$ cat config.mk
export PLATFORM = sky130hd
export DESIGN_NAME = vga_scanout
export DESIGN_NICKNAME = d
export VERILOG_FILES = /design/src/rtl/vga_pkg.sv /design/src/rtl/vga_timing.sv /design/src/rtl/vga_scanout.sv
export SDC_FILE = /design/constraint.sdc
export NUM_CORES = 1
export LEC_CHECK = 0
export CAP_MARGIN = 20
export CORE_MARGIN = 2
export CORE_UTILIZATION = 50
export DETAILED_ROUTE_END_ITERATION = 8
export PLACE_DENSITY = 0.76
export SETUP_SLACK_MARGIN = 0.05
export SLEW_MARGIN = 40
export SYNTH_ARGS = -nofsm -noshare
export SYNTH_HDL_FRONTEND = slang
export SYNTH_SLANG_ARGS = --single-unit
export TNS_END_PERCENT = 5
$ cat constraint.sdc
create_clock -name CLK -period 2.1 [get_ports CLK]
set_input_delay 0.42 -clock CLK [delete_from_list [all_inputs] [get_ports CLK]]
set_output_delay 0.42 -clock CLK [all_outputs]
set_load 0.01 [all_outputs]
$ cat src/rtl/vga_pkg.sv
// Shared definitions for the VGA scanout block.
//   - default 640x480@60 timing constants, scale factor and framebuffer pitch
//   - rgb444_t: packed r/g/b nibbles driven to the connector
//   - rgb332_to_rgb444: RGB332 framebuffer byte to 12-bit colour
package vga_pkg;

  localparam int CLK_DIV_DEF  = 4;
  localparam int H_ACTIVE_DEF = 640;
  localparam int H_FP_DEF     = 16;
  localparam int H_SYNC_DEF   = 96;
  localparam int H_BP_DEF     = 48;
  localparam int V_ACTIVE_DEF = 480;
  localparam int V_FP_DEF     = 10;
  localparam int V_SYNC_DEF   = 2;
  localparam int V_BP_DEF     = 33;
  localparam int SCALE_DEF    = 4;
  localparam int FB_WIDTH_DEF = 160;
  localparam logic [14:0] FB_BASE_DEF = 15'h0000;

  typedef struct packed {
    logic [3:0] r;
    logic [3:0] g;
    logic [3:0] b;
  } rgb444_t;

  // Top bits are replicated into the low bits so full-scale input gives 4'hF.
  function automatic rgb444_t rgb332_to_rgb444(input logic [7:0] d);
    rgb444_t c;
    c.r = {d[7:5], d[7]};
    c.g = {d[4:2], d[4]};
    c.b = {d[1:0], d[1:0]};
    return c;
  endfunction

endpackage

$ cat src/rtl/vga_timing.sv
// Pixel-clock divider and raster counters.
//   clk, rst      : system clock, synchronous active-high reset
//   tick          : one-CLK strobe every CLK_DIV cycles; counters step on it
//   frame_end     : tick on the last pixel of the frame
//   active        : current (h,v) lies in the visible area
//   col_advance   : tick that moves to another visible pixel on the same line
//   row_advance   : tick that moves to the first pixel of the next visible line
//   hs_raw/vs_raw : active-low syncs decoded from the current counters
//   vblank_raw    : current line is in vertical blanking
//   vblank_start  : registered one-CLK pulse as v becomes V_ACTIVE
module vga_timing
  import vga_pkg::*;
#(
  parameter int CLK_DIV  = CLK_DIV_DEF,
  parameter int H_ACTIVE = H_ACTIVE_DEF,
  parameter int H_FP     = H_FP_DEF,
  parameter int H_SYNC   = H_SYNC_DEF,
  parameter int H_BP     = H_BP_DEF,
  parameter int V_ACTIVE = V_ACTIVE_DEF,
  parameter int V_FP     = V_FP_DEF,
  parameter int V_SYNC   = V_SYNC_DEF,
  parameter int V_BP     = V_BP_DEF
) (
  input  logic clk,
  input  logic rst,
  output logic tick,
  output logic frame_end,
  output logic active,
  output logic col_advance,
  output logic row_advance,
  output logic hs_raw,
  output logic vs_raw,
  output logic vblank_raw,
  output logic vblank_start
);

  localparam int H_TOTAL = H_ACTIVE + H_FP + H_SYNC + H_BP;
  localparam int V_TOTAL = V_ACTIVE + V_FP + V_SYNC + V_BP;
  localparam int HW = $clog2(H_TOTAL);
  localparam int VW = $clog2(V_TOTAL);
  localparam int DW = (CLK_DIV > 1) ? $clog2(CLK_DIV) : 1;

  logic [DW-1:0] div;
  logic [HW-1:0] h;
  logic [VW-1:0] v;
  logic          line_end;

  assign tick      = (div == DW'(CLK_DIV - 1));
  assign line_end  = tick && (h == HW'(H_TOTAL - 1));
  assign frame_end = line_end && (v == VW'(V_TOTAL - 1));

  assign active      = (h < HW'(H_ACTIVE)) && (v < VW'(V_ACTIVE));
  // Stepping stops at the last visible pixel/line so the fetch address
  // freezes on its last value for the whole blanking interval.
  assign col_advance = tick && (h < HW'(H_ACTIVE - 1)) && (v < VW'(V_ACTIVE));
  assign row_advance = line_end && (v < VW'(V_ACTIVE - 1));

  assign hs_raw     = !((h >= HW'(H_ACTIVE + H_FP)) && (h < HW'(H_ACTIVE + H_FP + H_SYNC)));
  assign vs_raw     = !((v >= VW'(V_ACTIVE + V_FP)) && (v < VW'(V_ACTIVE + V_FP + V_SYNC)));
  assign vblank_raw = (v >= VW'(V_ACTIVE));

  always_ff @(posedge clk) begin
    if (rst) begin
      div          <= '0;
      h            <= '0;
      v            <= '0;
      vblank_start <= 1'b0;
    end else begin
      // Registered on the same edge that moves v to V_ACTIVE, held one CLK.
      vblank_start <= line_end && (v == VW'(V_ACTIVE - 1));
      if (tick) begin
        div <= '0;
        if (line_end) begin
          h <= '0;
          v <= frame_end ? '0 : v + 1'b1;
        end else begin
          h <= h + 1'b1;
        end
      end else begin
        div <= div + 1'b1;
      end
    end
  end

endmodule

$ cat src/rtl/vga_scanout.sv
// Display refresh: walks VGA timing, fetches the RGB332 framebuffer through
// the video memory's asynchronous read port and upscales each byte SCALExSCALE.
//   CLK, RST          : system clock, synchronous active-high reset
//   VRAM_RDEN/ADDR    : read request to video memory port 1 (combinational)
//   VRAM_DATA         : byte returned in the same cycle
//   VGA_R/G/B         : registered 4-bit colour, zero outside the visible area
//   VGA_HS/VGA_VS     : registered active-low syncs
//   VBLANK            : registered vertical-blank level
//   VBLANK_START      : one-CLK pulse as the raster enters vertical blank
module vga_scanout
  import vga_pkg::*;
#(
  parameter int CLK_DIV  = CLK_DIV_DEF,
  parameter int H_ACTIVE = H_ACTIVE_DEF,
  parameter int H_FP     = H_FP_DEF,
  parameter int H_SYNC   = H_SYNC_DEF,
  parameter int H_BP     = H_BP_DEF,
  parameter int V_ACTIVE = V_ACTIVE_DEF,
  parameter int V_FP     = V_FP_DEF,
  parameter int V_SYNC   = V_SYNC_DEF,
  parameter int V_BP     = V_BP_DEF,
  parameter int SCALE    = SCALE_DEF,
  parameter int FB_WIDTH = FB_WIDTH_DEF,
  parameter logic [14:0] FB_BASE = FB_BASE_DEF
) (
  input  logic        CLK,
  input  logic        RST,
  output logic        VRAM_RDEN,
  output logic [14:0] VRAM_ADDR,
  input  logic [7:0]  VRAM_DATA,
  output logic [3:0]  VGA_R,
  output logic [3:0]  VGA_G,
  output logic [3:0]  VGA_B,
  output logic        VGA_HS,
  output logic        VGA_VS,
  output logic        VBLANK,
  output logic        VBLANK_START
);

  localparam int SW = (SCALE > 1) ? $clog2(SCALE) : 1;

  logic          tick;
  logic          frame_end;
  logic          active;
  logic          col_advance;
  logic          row_advance;
  logic          hs_raw;
  logic          vs_raw;
  logic          vblank_raw;
  logic [SW-1:0] x_sub;
  logic [SW-1:0] y_sub;
  logic [14:0]   fb_x;
  logic [14:0]   row_base;
  rgb444_t       rgb;

  vga_timing #(
    .CLK_DIV  (CLK_DIV),
    .H_ACTIVE (H_ACTIVE),
    .H_FP     (H_FP),
    .H_SYNC   (H_SYNC),
    .H_BP     (H_BP),
    .V_ACTIVE (V_ACTIVE),
    .V_FP     (V_FP),
    .V_SYNC   (V_SYNC),
    .V_BP     (V_BP)
  ) u_timing (
    .clk          (CLK),
    .rst          (RST),
    .tick         (tick),
    .frame_end    (frame_end),
    .active       (active),
    .col_advance  (col_advance),
    .row_advance  (row_advance),
    .hs_raw       (hs_raw),
    .vs_raw       (vs_raw),
    .vblank_raw   (vblank_raw),
    .vblank_start (VBLANK_START)
  );

  // Multiplier-free address walk: sub-counters divide h and v by SCALE,
  // row_base accumulates the pitch once per SCALE lines.
  always_ff @(posedge CLK) begin
    if (RST || frame_end) begin
      x_sub    <= '0;
      y_sub    <= '0;
      fb_x     <= '0;
      row_base <= '0;
    end else if (row_advance) begin
      x_sub <= '0;
      fb_x  <= '0;
      if (y_sub == SW'(SCALE - 1)) begin
        y_sub    <= '0;
        row_base <= row_base + 15'(FB_WIDTH);
      end else begin
        y_sub <= y_sub + 1'b1;
      end
    end else if (col_advance) begin
      if (x_sub == SW'(SCALE - 1)) begin
        x_sub <= '0;
        fb_x  <= fb_x + 1'b1;
      end else begin
        x_sub <= x_sub + 1'b1;
      end
    end
  end

  assign VRAM_ADDR = FB_BASE + row_base + fb_x;
  assign VRAM_RDEN = active && !RST;

  always_ff @(posedge CLK) begin
    if (RST) begin
      rgb    <= '0;
      VGA_HS <= 1'b1;
      VGA_VS <= 1'b1;
      VBLANK <= 1'b0;
    end else if (tick) begin
      rgb    <= active ? rgb332_to_rgb444(VRAM_DATA) : '0;
      VGA_HS <= hs_raw;
      VGA_VS <= vs_raw;
      VBLANK <= vblank_raw;
    end
  end

  assign VGA_R = rgb.r;
  assign VGA_G = rgb.g;
  assign VGA_B = rgb.b;

endmodule

# ---- Yosys cells after proc, flatten, opt, wreduce, memory -nomap -nowiden
# Cells that the tools add are included.
dict set report totals {
  latchBits 0
  wordCells 61
  out_inout_bits 32
  romBits 0
  mem_bits_rw 0
  register_bits 72
  in_bits 10
  n_memories 0
}
dict set report classes {
  div 0
  n_eq_ne 6
  n_mul 0
  n_lt_le_gt_ge 9
  bitwise_logic 0
  addsub 8
  shifts 0
  mux 5
  n_reduce_logical 19
}
# cell n
set op_table {}
lappend op_table {{$lt A10 B10 Y1 const B} 3}
lappend op_table {{$lt A10 B9 Y1 const B} 3}
lappend op_table {{$add A10 B1 Y10 const B} 2}
lappend op_table {{$eq A10 B10 Y1 const B} 2}
lappend op_table {{$ge A10 B9 Y1 const B} 2}
lappend op_table {{$mux W10} 2}
lappend op_table {{$add A15 B1 Y15 const B} 1}
lappend op_table {{$add A15 B15 Y15} 1}
lappend op_table {{$add A15 B8 Y15 const B} 1}
lappend op_table {{$mux W12} 1}
lappend op_table {{$eq A10 B9 Y1 const B} 1}
lappend op_table {{$ge A10 B10 Y1 const B} 1}
lappend op_table {{$logic_and A1 B1 Y1} 10}
lappend op_table {{$add A2 B1 Y2 const B} 3}
lappend op_table {{$eq A2 B2 Y1 const B} 3}
lappend op_table {{$reduce_and A2 Y1} 3}
lappend op_table {{$mux W2} 2}
lappend op_table {{$reduce_or A2 Y1} 2}
lappend op_table {{$logic_not A1 Y1} 3}
lappend op_table {{$logic_or A1 B1 Y1} 1}

# ---- Longest topological paths before layout
dict set report depth {
  ltp_word 5
  depth_mapped 8
  ltp_nobuf 8
}

# ---- Modules after synthesis
# A second synthesis with hierarchy kept.
dict set report unflattened {
  hier_cells 389
  area_unflattened_um2 3321.9
}
# mod seq_area_each_um2 n_inst area_per_inst_um2 cells_each
set by_module_without_submodules {}
lappend by_module_without_submodules {vga_scanout 800.8 1 2125.8 244}
lappend by_module_without_submodules {vga_timing 460.4 1 1196.1 145}

# ---- Worst setup path before layout
# No wires, ideal clock.
dict set report synth_path {
  path_type {register to output}
  from {register fb_x[6]}
  to {output port VRAM_ADDR[14]}
  t_required_ns 1.680
  t_arrival_ns 1.762
  path_stages_with_launch 7
  path_slack_ns -0.082
  n_path_buf 0
  cell_sequence {dfxtp_1 ha_1 a21oi_1 o211ai_1 or4_1 and3_1 a211oi_1}
}
dict set report synth_via {
  elab_chain_len 1
}
# item line
set synth_rtl {}
lappend synth_rtl {{start: declaration} vga_scanout.sv:52} ;# logic [14:0] fb_x;
lappend synth_rtl {{start signal: assignment} vga_scanout.sv:100} ;# fb_x <= fb_x + 1'b1;
lappend synth_rtl {{$add A15 B15 Y15} vga_scanout.sv:107} ;# assign VRAM_ADDR = FB_BASE + row_base + fb_x;
lappend synth_rtl {{end: declaration} vga_scanout.sv:29} ;# output logic [14:0] VRAM_ADDR,
# Every way passes these cells.

# ---- Worst setup path in the final report
dict set report layout_path {
  from {register row_base[6]}
  to {output port VRAM_ADDR[14]}
}
dict set report layout_via {
  elab_chain_len 1
}
# item line
set layout_rtl {}
lappend layout_rtl {{start: declaration} vga_scanout.sv:53} ;# logic [14:0] row_base;
lappend layout_rtl {{start signal: assignment} vga_scanout.sv:93} ;# row_base <= row_base + 15'(FB_WIDTH);
lappend layout_rtl {{$add A15 B15 Y15} vga_scanout.sv:107}
# Every way passes these cells.

==> flow_metrics.tcl <==
set metrics [dict create \
    grt_max_degree 18 \
    root_buffer "clkbuf_8" \
    synthCells 384 \
    holdWs_ps 433 \
    yosys.area.top_type "dfxtp_1" \
    hold_violations 0 \
    area_delta_synth_final_pct 31.3 \
    ant_nets 0 \
    post-route-period-util_pct 122 \
    vias 3048 \
    dpl.hpwl_microns 5520 \
    antenna_cells 0 \
    clock_sinks 63 \
    min-delay-path-class "flip-flop to flip-flop" \
    rsz0062_at_grt "yes" \
    timing.fmax_mhz 391 \
    fin_area_sq_mm 0.00445 \
    cp.required_ps 1680 \
    grt_usage_pct 21.7 \
    async_reset_ff_share_pct 0 \
    ys_seq_area_share_pct 37.2 \
    synth_top_area_share_pct 37.2 \
    totalWireLength_microns 7720 \
    fin_nets 494 \
    cts_buffers 9 \
    critPathMaxFanout 2 \
    p_leak_nw 1.71 \
    clock_latency_ps 340 \
    dr.pass1.iters 4 \
    finalSetupViolations 6 \
    drive_above_1_share_pct 23.0 \
    cts_max_path_buffers 2 \
    start_kind "flip-flop" \
    slew_headroom_pct 59.5 \
    period_minus_slack_ps 2560 \
    final_max_slew_viol_count 0 \
    overflow 0 \
    synth_top_flop_cell "dfxtp_1" \
    synth_edf_count 0 \
    grt_pass1_vias 2920 \
    clk_pin_slew_ps 70 \
    wl_per_cell_microns 14.1 \
    arrival_ps 2140 \
    instances_no_fill 546 \
    outcome "finished, violations left" \
    syn_nets 413 \
    cts_hold_buf 0 \
    nFillCells 519 \
    worst_slew_pin_slew_ps 605 \
    die_y_microns 86.3 \
    row_count 29 \
    dieArea_sq_mm 0.00745 \
    drtIter0Drc 74 \
    power_density_mw_per_mm2 593 \
    place.port_buffers 41 \
    violations "setup timing" \
    ys_warn_count 0 \
    syn_area_sq_mm 0.00339 \
    die_w_microns 86.3 \
    synth-seq-cells 63 \
    ios 42 \
    drc 0 \
    viasPerCell 5.58 \
    placedCellCount 530 \
    synth.most_common_cell "dfxtp_1" \
    gp_congestion 0.875 \
    dpl-instance-area_sq_mm 0.00414 \
    fin_ws_ps -456 \
    path_class "flip-flop to output pin" \
    htreeDepth 3 \
    fp.coreArea_sq_mm 0.00646 \
    antenna_found_initial 0 \
    final_util_pct 68.8 \
    cts_tree "yes" \
    max-cap-violations 0 \
    netlist-cell-type-count 55 \
    fin_worst_skew_ps 9.89 \
    grt_pass1_wl_microns 12900 \
    start_util_pct 52.4 \
    ir_worst_vdd_uv 521 \
    synthTopCellsByCount "dfxtp_1 (63), nor2_1 (44), xnor2_1 (25)" \
    critPathCaptureType "output pin" \
    syn_area_per_cell_sq_um 8.82 \
    synthTopCellsByArea "dfxtp_1 (37%), ha_1 (6.6%), xnor2_1 (6.5%)" \
]
-- per-stage QoR --
stage	power, W	setup TNS (ps)	setup slack (ps)
finish	0.00264	-1810	-456
global route	0.00272	-2400	-515
global placement	0.00137	-2410	-505
CTS	0.00266	-1880	-483
detailed placement	0.00137	-2860	-598
floorplan	0.00131	0	8.99
-- final timing paths --
check                                        to            start  slack (ps)  cells past startpoint
worst max-delay path              VRAM_ADDR[14]      row_base[6]        -460                      7
worst max register to register     row_base[13]    u_timing.h[0]         140                      6
worst min register to register  u_timing.div[0]  u_timing.div[0]         430                      1
worst min-delay path            u_timing.div[0]  u_timing.div[0]         430                      1
-- final cells by class --
class	count	area, sq um	area share [%]
Clock inverter	5	106	2.39
Tap cell	77	96.3	2.17
Multi-Input combinational cell	284	2030	45.8
Clock buffer	10	138	3.10
Timing Repair Buffer	92	751	16.9
Inverter	15	56.3	1.27
Sequential cell	63	1260	28.4
-- power by group --
| group | total [W] | switching, W | internal (W) |
|---|---|---|---|
| Sequential | 0.00122 | 0.00000940 | 0.00121 |
| Combinational | 0.000124 | 0.0000626 | 0.0000615 |
| Clock | 0.00129 | 0.000476 | 0.000816 |
| Total | 0.00264 | 0.000548 | 0.00209 |
-- kinds of logic (layout without fill, tap and decap cells) --
logic type	Yosys count	after routing	synth area share (%)
compound gates	50	50	10.3
xor+xnor	38	38	9.83
fa+ha+maj	19	19	7.24
buf+inv	37	122	5.69
flops	63	63	37.2
mux	5	5	1.48
simple gates	172	172	28.3
-- state kept, by name, indices dropped and copies added (netlist names) --
register               cells
VBLANK                     1
VGA_B                      2
VGA_G                      3
VGA_HS                     1
VGA_R                      3
VGA_VS                     1
fb_x                      15
row_base                  10
u_timing.div               2
u_timing.h                10
u_timing.v                10
u_timing.vblank_start      1
x_sub                      2
y_sub                      2
-- worst max-delay path, cell delays in order (launching register included) --
cell,delay (ps)
dfxtp_1,310
ha_1,310
a21oi_2,160
o211ai_1,120
or4_4,440
and3_4,170
a211oi_2,130
buf_2,160
-- timing repair --
| action | in CTS | in global routing |
|---|---|---|
| setup buffers | 1 | 0 |
| gates resized for setup | 54 | 6 |
| setup endpoints to repair | 10 | 27 |
| pin swaps | 6 | 4 |
| cloned | 0 | 0 |
-- metal layers --
layer,global-route usage [%],up-vias,routed length [microns]
met2,37.6,71,3880
met1,25.9,1431,3310
met4,7.95,0,175
met5,0,-,0
met3,5.62,16,356
li1,-,1530,-
-- cell usage in the layout, fill, tap and decap left out, drive strengths merged, types with 2 or more instances in the layout --
cell,instances
inv,15
xor2,13
bufinv,3
buf,60
a41oi,2
nand3,16
dfxtp,63
a21oi,17
o211ai,2
o21ai,11
nor2,44
and3,5
mux2i,5
or3,8
and4,4
a22o,8
nor4,13
nor3,16
xnor2,25
or4,4
nand4,15
nor4b,2
a211oi,2
ha,18
nand2b,4
and2,4
nor2b,3
clkbuf,10
nand2,25
nand3b,2
clkdlybuf4s50,31
(Power assumes the default switching activity.)
